<file path="src/rtl/calc_pkg.sv">
// calc_pkg: definitions shared by the calculator front end and calc_top.
//   - 4-bit command codes carried on the cmd interface
//   - keypad FSM state type
//   - keypad (row, col) to command code lookup
//   - lowest-index low row picker for the scan sample
package calc_pkg;

    localparam logic [3:0] CMD_ADD  = 4'b1010;
    localparam logic [3:0] CMD_SUB  = 4'b1011;
    localparam logic [3:0] CMD_MUL  = 4'b1100;
    localparam logic [3:0] CMD_CLR  = 4'b1101;
    localparam logic [3:0] CMD_EQ   = 4'b1110;
    localparam logic [3:0] CMD_IDLE = 4'b1111;

    typedef enum logic [1:0] {
        SCAN     = 2'd0,
        DEBOUNCE = 2'd1,
        HOLD     = 2'd2,
        RELEASE  = 2'd3
    } kp_state_t;

    // Key map; (3,3) is not wired to a command and maps to CMD_IDLE.
    function automatic logic [3:0] key_code(input logic [1:0] row, input logic [1:0] col);
        logic [3:0] code;
        code = CMD_IDLE;
        case ({row, col})
            4'b00_00: code = 4'd1;
            4'b00_01: code = 4'd2;
            4'b00_10: code = 4'd3;
            4'b00_11: code = CMD_ADD;
            4'b01_00: code = 4'd4;
            4'b01_01: code = 4'd5;
            4'b01_10: code = 4'd6;
            4'b01_11: code = CMD_SUB;
            4'b10_00: code = 4'd7;
            4'b10_01: code = 4'd8;
            4'b10_10: code = 4'd9;
            4'b10_11: code = CMD_MUL;
            4'b11_00: code = CMD_CLR;
            4'b11_01: code = 4'd0;
            4'b11_10: code = CMD_EQ;
            default:  code = CMD_IDLE;
        endcase
        return code;
    endfunction

    function automatic logic key_is_used(input logic [1:0] row, input logic [1:0] col);
        return !((row == 2'd3) && (col == 2'd3));
    endfunction

    // Rows are active-low; when several are low the lowest index wins.
    function automatic logic [1:0] first_low_row(input logic [3:0] rows);
        logic [1:0] idx;
        if (!rows[0])      idx = 2'd0;
        else if (!rows[1]) idx = 2'd1;
        else if (!rows[2]) idx = 2'd2;
        else               idx = 2'd3;
        return idx;
    endfunction

endpackage

</file>
<file path="src/rtl/key_sync.sv">
// key_sync: WIDTH-bit two-flop synchronizer for asynchronous inputs.
// Synchronous active-high reset loads all-ones (the idle level of the
// pulled-up keypad rows).
//   i_clk   system clock
//   i_rst   synchronous active-high reset
//   i_d     asynchronous input bus
//   o_q     synchronized output bus
module key_sync #(
    parameter int WIDTH = 4
) (
    input  logic             i_clk,
    input  logic             i_rst,
    input  logic [WIDTH-1:0] i_d,
    output logic [WIDTH-1:0] o_q
);

    logic [WIDTH-1:0] r_meta;
    logic [WIDTH-1:0] r_sync;

    always_ff @(posedge i_clk) begin
        if (i_rst) begin
            r_meta <= '1;
            r_sync <= '1;
        end else begin
            r_meta <= i_d;
            r_sync <= r_meta;
        end
    end

    assign o_q = r_sync;

endmodule

</file>
<file path="src/rtl/keypad_cmd_encoder.sv">
// keypad_cmd_encoder: scans a 4x4 active-low matrix keypad, debounces each
// press and release, and drives the 4-bit command code consumed by calc_top.
//   clock      system clock, rising edge
//   reset      synchronous active-high reset
//   row_in     keypad rows, active-low, asynchronous
//   col_out    keypad column drive, active-low one-hot
//   cmd        command code (IDLE_CMD when no key is accepted)
//   cmd_valid  one-cycle pulse when cmd takes a new key code
//   key_held   high while an accepted key is held
//
// state    | meaning
// ---------+----------------------------------------------------------
// SCAN     | rotate columns, sample rows on last cycle of each slot
// DEBOUNCE | column frozen, counting consecutive low samples of the row
// HOLD     | key accepted, cmd held, waiting for the row to read high
// RELEASE  | counting consecutive high samples before returning to idle
module keypad_cmd_encoder
    import calc_pkg::*;
#(
    parameter int         SCAN_DIV        = 4,
    parameter int         DEBOUNCE_CYCLES = 8,
    parameter logic [3:0] IDLE_CMD        = CMD_IDLE
) (
    input  logic       clock,
    input  logic       reset,
    input  logic [3:0] row_in,
    output logic [3:0] col_out,
    output logic [3:0] cmd,
    output logic       cmd_valid,
    output logic       key_held
);

    localparam int DIV_W = (SCAN_DIV > 1) ? $clog2(SCAN_DIV) : 1;
    localparam int CNT_W = $clog2(DEBOUNCE_CYCLES + 1);
    localparam logic [DIV_W-1:0] DIV_LAST = DIV_W'(SCAN_DIV - 1);
    localparam logic [CNT_W-1:0] CNT_DONE = CNT_W'(DEBOUNCE_CYCLES);
    localparam logic [CNT_W-1:0] CNT_ONE  = CNT_W'(1);

    logic [3:0]       w_row_s;
    logic             w_row_bit;
    logic [CNT_W-1:0] w_cnt_inc;

    kp_state_t        r_state,     w_state_nxt;
    logic [DIV_W-1:0] r_div,       w_div_nxt;
    logic [1:0]       r_col,       w_col_nxt;
    logic [1:0]       r_row,       w_row_nxt;
    logic [CNT_W-1:0] r_cnt,       w_cnt_nxt;
    logic [3:0]       r_cmd,       w_cmd_nxt;
    logic             r_cmd_valid, w_cmd_valid_nxt;
    logic             r_key_held,  w_key_held_nxt;

    key_sync #(.WIDTH(4)) u_row_sync (
        .i_clk (clock),
        .i_rst (reset),
        .i_d   (row_in),
        .o_q   (w_row_s)
    );

    assign w_row_bit = w_row_s[r_row];
    assign w_cnt_inc = r_cnt + CNT_ONE;

    always_ff @(posedge clock) begin
        if (reset) begin
            r_state     <= SCAN;
            r_div       <= '0;
            r_col       <= '0;
            r_row       <= '0;
            r_cnt       <= '0;
            r_cmd       <= IDLE_CMD;
            r_cmd_valid <= 1'b0;
            r_key_held  <= 1'b0;
        end else begin
            r_state     <= w_state_nxt;
            r_div       <= w_div_nxt;
            r_col       <= w_col_nxt;
            r_row       <= w_row_nxt;
            r_cnt       <= w_cnt_nxt;
            r_cmd       <= w_cmd_nxt;
            r_cmd_valid <= w_cmd_valid_nxt;
            r_key_held  <= w_key_held_nxt;
        end
    end

    always_comb begin
        w_state_nxt     = r_state;
        w_div_nxt       = r_div;
        w_col_nxt       = r_col;
        w_row_nxt       = r_row;
        w_cnt_nxt       = r_cnt;
        w_cmd_nxt       = r_cmd;
        w_cmd_valid_nxt = 1'b0;
        w_key_held_nxt  = r_key_held;

        unique case (r_state)
            SCAN: begin
                if (r_div == DIV_LAST) begin
                    w_div_nxt = '0;
                    if (w_row_s != 4'b1111) begin
                        // The scan sample is the first of the stable samples.
                        w_state_nxt = DEBOUNCE;
                        w_row_nxt   = first_low_row(w_row_s);
                        w_cnt_nxt   = CNT_ONE;
                    end else begin
                        w_col_nxt = r_col + 2'd1;
                    end
                end else begin
                    w_div_nxt = r_div + DIV_W'(1);
                end
            end

            DEBOUNCE: begin
                if (w_row_bit) begin
                    w_state_nxt = SCAN;
                    w_col_nxt   = r_col + 2'd1;
                    w_div_nxt   = '0;
                    w_cnt_nxt   = '0;
                end else if (w_cnt_inc == CNT_DONE) begin
                    w_state_nxt = HOLD;
                    w_cnt_nxt   = '0;
                    // The unused key walks through HOLD/RELEASE silently.
                    if (key_is_used(r_row, r_col)) begin
                        w_cmd_nxt       = key_code(r_row, r_col);
                        w_cmd_valid_nxt = 1'b1;
                        w_key_held_nxt  = 1'b1;
                    end
                end else begin
                    w_cnt_nxt = w_cnt_inc;
                end
            end

            HOLD: begin
                if (w_row_bit) begin
                    w_state_nxt = RELEASE;
                    w_cnt_nxt   = CNT_ONE;
                end
            end

            RELEASE: begin
                if (!w_row_bit) begin
                    w_state_nxt = HOLD;
                    w_cnt_nxt   = '0;
                end else if (w_cnt_inc == CNT_DONE) begin
                    w_state_nxt    = SCAN;
                    w_cmd_nxt      = IDLE_CMD;
                    w_key_held_nxt = 1'b0;
                    w_col_nxt      = '0;
                    w_div_nxt      = '0;
                    w_cnt_nxt      = '0;
                end else begin
                    w_cnt_nxt = w_cnt_inc;
                end
            end

            default: begin
                w_state_nxt = SCAN;
            end
        endcase
    end

    assign col_out   = ~(4'b0001 << r_col);
    assign cmd       = r_cmd;
    assign cmd_valid = r_cmd_valid;
    assign key_held  = r_key_held;

endmodule
</file>
<file path="config.mk">
export PLATFORM = sky130hd
export DESIGN_NAME = keypad_cmd_encoder
export DESIGN_NICKNAME = d
export VERILOG_FILES = /design/src/rtl/calc_pkg.sv /design/src/rtl/key_sync.sv /design/src/rtl/keypad_cmd_encoder.sv
export SDC_FILE = /design/constraint.sdc
export NUM_CORES = 1
export LEC_CHECK = 0
export BUFFER_PORTS_ARGS = -buffer_cell sky130_fd_sc_hd__clkbuf_2
export CAP_MARGIN = 20
export CORE_MARGIN = 2
export CORE_UTILIZATION = 60
export CTS_BUF_LIST = sky130_fd_sc_hd__clkbuf_8 sky130_fd_sc_hd__clkbuf_16
export DETAILED_ROUTE_END_ITERATION = 8
export PLACE_DENSITY = 0.8
export SLEW_MARGIN = 20
export SYNTH_ARGS = -nofsm -noshare
export SYNTH_HDL_FRONTEND = slang
export SYNTH_SLANG_ARGS = --single-unit
</file>
<file path="constraint.sdc">
create_clock -name clock -period 3.6 [get_ports clock]
set_clock_uncertainty 0.1 [all_clocks]
set_input_delay 0.54 -clock clock [delete_from_list [all_inputs] [get_ports clock]]
set_output_delay 0.54 -clock clock [all_outputs]
set_load 0.01 [all_outputs]
</file>
==> impl_metrics.env <==
export IMPL_status="finished clean"
export IMPL_fillers=183
export IMPL_m1WireLength_mm=1.19
export IMPL_antenna_left=0
export IMPL_cp_max_fo=13
export IMPL_rsz0062_at_grt="false"
export IMPL_die_w_um=52.0
export IMPL_antennaDiodeCount=0
export IMPL_vias_per_cell=5.69
export IMPL_hp_class="reg -> reg"
export IMPL_worstMarginPinSlew_ns=0.559
export IMPL_dp_hpwl_mm=1.87
export IMPL_overflow=0
export IMPL_drt_iter0_drc=28
export IMPL_power_density_nw_per_um2=384
export IMPL_initial_core_util_pct=63.0
export IMPL_switching_share_pct=20.2
export IMPL_top_layer="met4"
export IMPL_whs_ns=0.314
export IMPL_wire_per_inst_um=13.9
export IMPL_clock_sinks=26
export IMPL_yosys_warnings=0
export IMPL_hold_violations=0
export IMPL_grt_pass1_vias=1027
export IMPL_core_region_area_um2=2190
export IMPL_htree_levels=1
export IMPL_drv_cap=0
export IMPL_areaGrowthSynthToFinish_pct=9.25
export IMPL_synth_top_area_share_pct=37.7
export IMPL_place_congestion=0.793
export IMPL_vias=1092
export IMPL_synthArstFlopShare_pct=0
export IMPL_ys_top_cells_by_count="dfxtp_1 (26), nor2_1 (12), a21oi_1 (11), inv_1 (11), nand2_1 (11)"
export IMPL_rrSetupSlack_ns=1.46
export IMPL_cts_root_buf="clkbuf_8"
export IMPL_slowest_delay_ns=0.65
export IMPL_criticalPathCategory="reg -> reg"
export IMPL_fin_crit_ns=2.14
export IMPL_fin_tns_setup_ns=0
export IMPL_period_share_pct=59.3
export IMPL_dr_wl_met2_mm=1.37
export IMPL_antenna_found_initial=0
export IMPL_power_switching_mw=0.117
export IMPL_post_synth_top_count_cell="dfxtp_1"
export IMPL_synth_area_top_cells="dfxtp_1 (38%), ha_1 (8.2%), or2_2 (4.1%), a21oi_1 (4.0%), nor2_1 (3.3%)"
export IMPL_power_leakage_nw=0.639
export IMPL_clockBufferDepth=2
export IMPL_finalNetCount=180
export IMPL_cts_tree="built"
export IMPL_io_buffers=15
export IMPL_met3_length_um=88
export IMPL_row_count=17
export IMPL_grt_pass1_wl_mm=4.52
export IMPL_post_cts_resized=0
export IMPL_synth_area_leader_cell="dfxtp_1"
export IMPL_final_core_util_pct=68.8
export IMPL_synth_area_um2=1380
export IMPL_synth_seq_cells=26
export IMPL_maxSlewViolCount=0
export IMPL_critPathArrivalTime_ns=2.20
export IMPL_p_seq_share_pct=52.3
export IMPL_cp_data_required_time_ns=3.66
export IMPL_syn_nets=169
export IMPL_synth_seq_area_share_pct=37.7
export IMPL_cts_setup_buffers=0
export IMPL_track_usage_pct=22.4
export IMPL_crit_path_top_delay_cell="mux4_2"
export IMPL_dieArea_um2=2700
export IMPL_firstDrtPassIters=4
export IMPL_worst_setup_path_end_kind="flop"
export IMPL_p_int_mw=0.462
export IMPL_finalWirelength_mm=2.67
export IMPL_synth_edf_count=0
export IMPL_synth_top_flop_cell="dfxtp_1"
export IMPL_max_freq_mhz=468
export IMPL_worst_slew_margin_rel_pct=62.7
export IMPL_grt_start_max_net_pins=27
export IMPL_synth_cell_types=41
export IMPL_drcViolationCount=0
export IMPL_startpoint_type="flop"
export IMPL_clk_latency_ns=0.27
export IMPL_layout_drive_gt1_share_pct=22.6
export IMPL_post_synth_cell_area_avg_um2=8.96
export IMPL_max_vdd_ir_drop_uv=369
export IMPL_die_y_um=52.0
export IMPL_num_io_pins=16
export IMPL_crit_chain="mux4_2, or3_1, o32a_1"
export IMPL_pwr_share_comb_pct=6.6
export IMPL_syn_inst=154
export IMPL_power_share_clock_pct=41.1
export IMPL_numCtsBuffers=3
export IMPL_path_clk_slew_ns=0.09
export IMPL_ctsHoldBuffers=0
export IMPL_finalSetupViolCount=0
## state kept, by name, summed over array words and instances (netlist names), named ones only
| register | count |
|---|---|
| r_col | 2 |
| cmd_valid | 1 |
| r_state | 1 |
| u_row_sync.o_q | 4 |
| cmd | 4 |
| r_div | 2 |
| key_held | 1 |
| u_row_sync.r_meta | 4 |
| r_cnt | 4 |
| r_row | 2 |
## final cells by class
cell class,instances,area (um2),area share [%]
flip-flops and latches,26,520,34.5
well taps,28,35.0,2.32
repair buffers,15,75.1,4.98
clock inverters,1,30.0,1.99
multi-input cells,108,764,50.7
inverters,11,41.3,2.74
clock buffers,3,41.3,2.74
## layer usage
layer | global-route usage [%] | vias up
met2 | 40.5 | 23
met3 | 6.32 | 4
met1 | 26.2 | 505
li1 | - | 560
met4 | 3.95 | 0
met5 | 0 | -
## power groups by stage
stage	Sequential, mW	Clock [mW]	Combinational (mW)
floorplan	0.307	0	0.0325
global placement	0.309	0	0.0364
detailed placement	0.310	0	0.0377
CTS	0.303	0.243	0.0386
global route	0.304	0.257	0.0436
finish	0.303	0.238	0.0382
## final timing paths
kind                                                 startpoint                           end  cells after the start
worst max-delay path                      r_row[0]$_SDFFE_PP0P_           cmd[3]$_SDFFE_PP1P_                      3
worst min-delay path            u_row_sync.r_meta[3]$_SDFF_PP1_  u_row_sync.o_q[3]$_SDFF_PP1_                      1
worst max register to register            r_row[0]$_SDFFE_PP0P_           cmd[3]$_SDFFE_PP1P_                      3
worst min register to register  u_row_sync.r_meta[3]$_SDFF_PP1_  u_row_sync.o_q[3]$_SDFF_PP1_                      1
## per-stage QoR
stage	setup WS [ns]	cell area (um2)	instances	total power [mW]
2_1_floorplan	1.71	1380	154	0.339
3_3_place_gp	1.56	1440	188	0.345
3_5_place_dp	1.50	1440	188	0.347
4_1_cts	1.48	1510	192	0.584
5_1_grt	1.24	1510	192	0.605
6_report	1.46	1510	192	0.579
## cell usage in the layout (no fill, tap or decap), types with 2 or more instances in the layout
master and instances:
a21o_1 2, a21oi_1 11, a311oi_1 2, clkbuf_2 15, clkbuf_8 3, dfxtp_1 26, ha_1 9, inv_1 11
mux2i_1 3, nand2_1 11, nand2b_1 2, nand3_1 5, nand4_1 2, nor2_1 12, nor3_1 5, o211a_1 2
o211ai_1 2, o21ai_0 6, o32a_1 4, or2_2 9, xor2_1 2
## worst max-delay path: cells and delay by family (launching register included)
kind,cells,cell delay [ns]
AND/OR/NAND/NOR,1,0.46
flip-flops,1,0.62
multiplexers,1,0.65
AO/OA/AOI/OAI,1,0.20
## logic make-up after synthesis
| logic type | share of synthesized area [%] |
|---|---|
| buffers and inverters | 6.89 |
| flip-flops | 37.7 |
| multiplexers | 4.62 |
| XOR/XNOR | 2.45 |
| AND/OR/NAND/NOR | 20.1 |
| AO/OA/AOI/OAI | 20.0 |
| adder cells (fa/ha/maj) | 8.16 |
Note: power is estimated with default switching activity, not from simulation.
